<file path="config.mk">
export PLATFORM = sky130hd
export DESIGN_NAME = uart_tx_frame
export DESIGN_NICKNAME = d
export VERILOG_FILES = /design/src/rtl/uart_pkg.sv /design/src/rtl/uart_baud_tick.sv /design/src/rtl/uart_tx_frame.sv
export SDC_FILE = /design/constraint.sdc
export NUM_CORES = 1
export LEC_CHECK = 0
export CAP_MARGIN = 20
export CORE_MARGIN = 1
export CORE_UTILIZATION = 45
export CTS_BUF_LIST = sky130_fd_sc_hd__clkbuf_8
export DETAILED_ROUTE_END_ITERATION = 16
export GPL_TIMING_DRIVEN = 0
export PLACE_DENSITY = 0.72
export SETUP_SLACK_MARGIN = 0.02
export SYNTH_ARGS = -nofsm -noshare
export SYNTH_HDL_FRONTEND = slang
export SYNTH_SLANG_ARGS = --single-unit
</file>
<file path="constraint.sdc">
create_clock -name i_clock -period 1.6 [get_ports i_clock]
set_clock_uncertainty 0.05 [all_clocks]
set_input_delay 0.32 -clock i_clock [delete_from_list [all_inputs] [get_ports i_clock]]
set_output_delay 0.32 -clock i_clock [all_outputs]
set_load 0.05 [all_outputs]
</file>
<file path="src/rtl/uart_pkg.sv">
// Shared constants, FSM state type and character helpers for the framed UART transmitter.
package uart_pkg;

   localparam int PAR_NONE = 0;
   localparam int PAR_EVEN = 1;
   localparam int PAR_ODD  = 2;

   typedef enum logic [2:0] {
      S_IDLE   = 3'd0,
      S_START  = 3'd1,
      S_DATA   = 3'd2,
      S_PARITY = 3'd3,
      S_STOP   = 3'd4,
      S_GAP    = 3'd5
   } tx_state_e;

   function automatic int char_bits(input int data_bits, input int parity, input int stop_bits);
      return 1 + data_bits + ((parity != PAR_NONE) ? 1 : 0) + stop_bits;
   endfunction

   function automatic logic parity_bit(input logic data_xor, input int parity);
      return (parity == PAR_ODD) ? ~data_xor : data_xor;
   endfunction

endpackage

</file>
<file path="src/rtl/uart_baud_tick.sv">
// Bit-period timer: counts 0..CLKS_PER_BIT-1 and raises o_bit_end during the terminal count.
module uart_baud_tick #(
   parameter int CLKS_PER_BIT = 96
) (
   input  logic i_clock,
   input  logic i_reset,
   input  logic i_clear,
   output logic o_bit_end
);

   localparam int CW = $clog2(CLKS_PER_BIT);
   localparam logic [CW-1:0] LAST     = CW'(CLKS_PER_BIT - 1);
   localparam logic [CW-1:0] PRE_LAST = CW'(CLKS_PER_BIT - 2);

   if (CLKS_PER_BIT < 2 || CLKS_PER_BIT > 65535) begin : g_bad_cpb
      $error("uart_baud_tick: CLKS_PER_BIT out of range 2..65535");
   end

   logic [CW-1:0] r_cnt;
   logic          r_bit_end;

   // Strobe is precomputed one count early so it is high exactly while r_cnt == LAST.
   always_ff @(posedge i_clock) begin
      if (i_reset || i_clear) begin
         r_cnt     <= '0;
         r_bit_end <= 1'b0;
      end else begin
         if (r_cnt == LAST) begin
            r_cnt <= '0;
         end else begin
            r_cnt <= r_cnt + CW'(1);
         end
         r_bit_end <= (r_cnt == PRE_LAST);
      end
   end

   assign o_bit_end = r_bit_end;

endmodule

</file>
<file path="src/rtl/uart_tx_frame.sv">
// Word-oriented UART transmitter: BYTES characters per word, configurable parity,
// stop bits and inter-character gap, valid/ready handshake, all outputs registered.
module uart_tx_frame
   import uart_pkg::*;
#(
   parameter int CLKS_PER_BIT = 96,
   parameter int DATA_BITS    = 8,
   parameter int BYTES        = 2,
   parameter int PARITY       = 0,
   parameter int STOP_BITS    = 1,
   parameter int GAP_BITS     = 1
) (
   input  logic                       i_clock,
   input  logic                       i_reset,
   input  logic [BYTES*DATA_BITS-1:0] i_data,
   input  logic                       i_valid,
   output logic                       o_ready,
   output logic                       o_busy,
   output logic                       o_done,
   output logic                       o_tx
);

   localparam int W   = BYTES * DATA_BITS;
   localparam int CIW = $clog2(BYTES) + 1;
   localparam logic [3:0]     DATA_LAST = 4'(DATA_BITS - 1);
   localparam logic [3:0]     STOP_LAST = 4'(STOP_BITS - 1);
   localparam logic [3:0]     GAP_LAST  = 4'(GAP_BITS - 1);
   localparam logic [CIW-1:0] CHAR_LAST = CIW'(BYTES - 1);

   if (DATA_BITS < 5 || DATA_BITS > 9) begin : g_bad_db
      $error("uart_tx_frame: DATA_BITS out of range 5..9");
   end
   if (BYTES < 1 || BYTES > 8) begin : g_bad_bytes
      $error("uart_tx_frame: BYTES out of range 1..8");
   end
   if (PARITY < 0 || PARITY > 2) begin : g_bad_par
      $error("uart_tx_frame: PARITY must be 0, 1 or 2");
   end
   if (STOP_BITS < 1 || STOP_BITS > 2) begin : g_bad_stop
      $error("uart_tx_frame: STOP_BITS must be 1 or 2");
   end
   if (GAP_BITS < 0 || GAP_BITS > 15) begin : g_bad_gap
      $error("uart_tx_frame: GAP_BITS out of range 0..15");
   end

   tx_state_e      r_state;
   logic [W-1:0]   r_word;
   logic [3:0]     r_bit_cnt;
   logic [CIW-1:0] r_char_idx;
   logic           r_par;
   logic           r_tx;
   logic           r_ready;
   logic           r_busy;
   logic           r_done;
   logic           w_accept;
   logic           w_bit_end;
   logic           w_tx_next;

   assign w_accept = (r_state == S_IDLE) && i_valid;

   uart_baud_tick #(
      .CLKS_PER_BIT(CLKS_PER_BIT)
   ) u_baud (
      .i_clock  (i_clock),
      .i_reset  (i_reset),
      .i_clear  (w_accept),
      .o_bit_end(w_bit_end)
   );

   // Line level for the current state; registered into r_tx, hence one cycle behind the FSM.
   always_comb begin
      w_tx_next = 1'b1;
      case (r_state)
         S_START:  w_tx_next = 1'b0;
         S_DATA:   w_tx_next = r_word[0];
         S_PARITY: w_tx_next = r_par;
         default:  w_tx_next = 1'b1;
      endcase
   end

   // Framing FSM; the word shifts right one bit per data bit, so the next character
   // lands in the low bits once the current one is sent.
   always_ff @(posedge i_clock) begin
      if (i_reset) begin
         r_state    <= S_IDLE;
         r_word     <= '0;
         r_bit_cnt  <= 4'd0;
         r_char_idx <= '0;
         r_par      <= 1'b0;
         r_tx       <= 1'b1;
         r_ready    <= 1'b1;
         r_busy     <= 1'b0;
         r_done     <= 1'b0;
      end else begin
         r_done <= 1'b0;
         r_tx   <= w_tx_next;
         case (r_state)
            S_IDLE: begin
               if (w_accept) begin
                  r_word     <= i_data;
                  r_bit_cnt  <= 4'd0;
                  r_char_idx <= '0;
                  r_busy     <= 1'b1;
                  r_ready    <= 1'b0;
                  r_state    <= S_START;
               end
            end
            S_START: begin
               if (w_bit_end) begin
                  r_par     <= parity_bit(^r_word[DATA_BITS-1:0], PARITY);
                  r_bit_cnt <= 4'd0;
                  r_state   <= S_DATA;
               end
            end
            S_DATA: begin
               if (w_bit_end) begin
                  r_word <= r_word >> 1;
                  if (r_bit_cnt == DATA_LAST) begin
                     r_bit_cnt <= 4'd0;
                     r_state   <= (PARITY == PAR_NONE) ? S_STOP : S_PARITY;
                  end else begin
                     r_bit_cnt <= r_bit_cnt + 4'd1;
                  end
               end
            end
            S_PARITY: begin
               if (w_bit_end) begin
                  r_bit_cnt <= 4'd0;
                  r_state   <= S_STOP;
               end
            end
            S_STOP: begin
               if (w_bit_end) begin
                  if (r_bit_cnt == STOP_LAST) begin
                     r_bit_cnt <= 4'd0;
                     if (r_char_idx == CHAR_LAST) begin
                        r_done  <= 1'b1;
                        r_busy  <= 1'b0;
                        r_ready <= 1'b1;
                        r_state <= S_IDLE;
                     end else begin
                        r_char_idx <= r_char_idx + CIW'(1);
                        r_state    <= (GAP_BITS > 0) ? S_GAP : S_START;
                     end
                  end else begin
                     r_bit_cnt <= r_bit_cnt + 4'd1;
                  end
               end
            end
            S_GAP: begin
               if (w_bit_end) begin
                  if (r_bit_cnt == GAP_LAST) begin
                     r_bit_cnt <= 4'd0;
                     r_state   <= S_START;
                  end else begin
                     r_bit_cnt <= r_bit_cnt + 4'd1;
                  end
               end
            end
            default: begin
               r_state <= S_IDLE;
               r_busy  <= 1'b0;
               r_ready <= 1'b1;
            end
         endcase
      end
   end

   assign o_tx    = r_tx;
   assign o_ready = r_ready;
   assign o_busy  = r_busy;
   assign o_done  = r_done;

endmodule

</file>
==> results.ini, run 1 <==
[drt]
drc = 0
drtPass1Iterations = 4
viasPerCell = 5.56
wl_per_cell_um = 14.4
drt_iter0_markers = 172
drtAntennaViolNets = 0
routed_wirelength_mm = 4.60
via_count = 1774

[timing]
fmax_mhz = 631
finalCriticalPeriod_ps = 1580
layout_setup_ws_ps = 16.3
finalHoldViolations = 0
fin_hold_ws_ps = 410
finalSetupViolCount = 0
relSlewSlack_pct = 67.7
fin_tns_setup_ps = 0
drv_slew = 0
worstMarginPinSlew_ps = 486
post-route-period-util_pct = 99.0
rsz0062_at_grt = true

[synthesis]
yosys.cell_types.count = 52
synth_edf_count = 0
synth_top_area_cell = dfxtp_1
async_reset_ff_share_pct = 0
syn_nets = 256
yosys_warnings = 0
synth_ff_type = dfxtp_1
synth_area_per_cell_um2 = 9.03
postSynthCellCount = 232
ys_top_cells_by_area = dfxtp_1 36%, a311oi_2 11%, nand2_1 7.9%
synth_top_area_share_pct = 36.3
synth_seq_area_share_pct = 36.3
netlist_area_um2 = 2090
ys_seq_elements = 38

[die]
die_y_um = 70.2
start_util_pct = 47.4
io_pins = 23
core_area_um2 = 4410
die_w_um = 70.2
rows = 24
dieArea_um2 = 4930

[pwr]
ir_worst_vdd_mv = 0.538
switching_power_uw = 1270
internal_power_uw = 2210
swShare_pct = 36.6
finalPower_uw = 3490
seqPwrFrac_pct = 36.6
pwr-share-clk_pct = 18.5
combPwrFrac_pct = 44.9
p_per_area_nw_per_um2 = 1310
leakage_uw = 0.000957

[cts]
clkLatencyLatePin_ps = 280
cts_tree = done
clk_path_buf_depth = 2
cts_root_buf = clkbuf_8
cts-htree-levels = 2
numCtsBuffers = 5
cts_sinks = 38
clk_pin_slew_ps = 70

[global_route]
grt_pass1_vias = 1681
antenna_found_initial = 0
grt_pass1_wl_mm = 7.58
grt_overflow = 0
track_usage_pct = 19.3
grt_start_max_net_pins = 11

[worst_setup_path]
cp.arrival_ps = 1750
cp-end-kind = flop
cp_data_required_time_ps = 1770
start_kind = flop
worst-setup-path-type = reg2reg
path_max_fanout = 5

[placement]
dp_hpwl_mm = 3.15
io_buffers = 22
dp_slack_ps = -705
place_congestion = 0.877

[outcome]
status = finished clean

[cells_and_area]
fill_cells = 380
drive_above_1_share_pct = 27.7
num_antenna_cells = 0
area_growth_pct = 26.9
fin_nets = 292

[flow_run]
drv_cap = 0

[hold_path]
hp-class = reg2reg

[state kept, by name, summed over array words and instances, names as in the netlist]
signal	flops
r_bit_cnt	4
r_word	16
o_ready	1
u_baud.r_cnt	7
o_tx	1
r_state	3
o_busy	1
r_char_idx	2
r_par	1
u_baud.o_bit_end	1
o_done	1
[kinds of logic (layout without fill, tap and decap cells)]
group,Yosys count,after routing,synth area share [%]
AOI/OAI and AO/OA,51,51,23.5
xor gates and xnor gates,10,10,4.18
adders and majority gates,5,5,2.99
buffers and inverters,21,56,5.38
DFF,38,38,36.3
muxes,1,1,0.478
and+or+nand+nor,106,106,27.1
[final cells by class]
cell class,count,area [um^2],share of cell area (%)
flip-flops and latches,38,773,29.1
multi-input cells,173,1310,49.2
inverters,7,26.3,0.988
plain buffers,13,116,4.38
clock buffers,6,82.6,3.11
repair buffers,30,287,10.8
well taps,52,65.1,2.45
[repair_timing]
action | in CTS | in global routing
setup buffers | 4 | 4
cloned | 0 | 0
resized for setup | 22 | 25
setup endpoints to repair | 32 | 25
hold buffers | 0 | 0
pin swaps | 6 | 6
[placed cells by master, fill, tap and decap left out, types with 7 or more instances in the layout]
master and count:
a311oi_2 15, a21oi_1 13, nand3_1 7, inv_1 7, dfxtp_1 32, xnor2_1 8
buf_4 11, nor2_1 25, clkdlybuf4s50_1 17, nand2_1 43
[synthesized netlist by cell type, types with 2 or more instances]
cell       count
nand2_1       44
dfxtp_1       38
nor2_1        25
a311oi_2      15
a21oi_1       14
xnor2_1        8
inv_1          7
nand3_1        7
buf_2          6
o21ai_0        6
ha_1           5
clkbuf_1       4
nor3b_1        4
buf_6          3
nand3b_1       3
or3_1          3
a211oi_2       2
nor2b_1        2
o2bb2ai_1      2
xor2_1         2
[path summary, 6_finish.rpt]
check                           cells after the start                    endpoint                  startpoint  slack [ps]
worst max-delay path                                6  r_char_idx[0]$_SDFFE_PP0P_   r_bit_cnt[0]$_SDFFE_PP0P_          20
worst min-delay path                                1  u_baud.r_cnt[0]$_SDFF_PP0_  u_baud.r_cnt[0]$_SDFF_PP0_         410
worst max register to register                      6  r_char_idx[0]$_SDFFE_PP0P_   r_bit_cnt[0]$_SDFFE_PP0P_          20
worst min register to register                      1  u_baud.r_cnt[0]$_SDFF_PP0_  u_baud.r_cnt[0]$_SDFF_PP0_         410
[worst max-delay path, stage by stage (launching register included)]
cell	delay (ps)
dfxtp_2	340
inv_1	60
ha_1	140
and4bb_2	280
nand3b_1	170
or3_1	350
a21oi_1	140
[power groups by stage]
stage                     clock network (uW)  registers (uW)  logic [uW]
after global placement                     0            1240        1310
after CTS                                659            1260        1360
after global routing                     702            1300        1690
after floorplan                            0            1290        1010
final                                    645            1280        1560
after detailed placement                   0            1250        1340
[through the flow]
step	util (%)	instances	instance area, um^2
3_3_place_gp	53.9	306	2380
3_5_place_dp	53.9	306	2380
2_1_floorplan	-	232	2090
4_1_cts	57.2	315	2530
6_report	60.2	319	2660
5_1_grt	60.2	319	2660
[metal layers]
metal / GRT usage, % / vias up / share of wire [%]
met5: 0 / - / 0
met4: 7.78 / 0 / 2.1
met3: 3.90 / 9 / 2.8
met2: 31.0 / 32 / 48
met1: 25.2 / 842 / 47
li1: - / 891 / -
No activity file was read; power rests on OpenSTA's default activity.
==> run 2, diff against run 1 <==
Settings changed: CORE_MARGIN 1 to not set.
==> results of run 2 <==
Same layout as run 1: the final DEF is identical, and so are final timing and power.
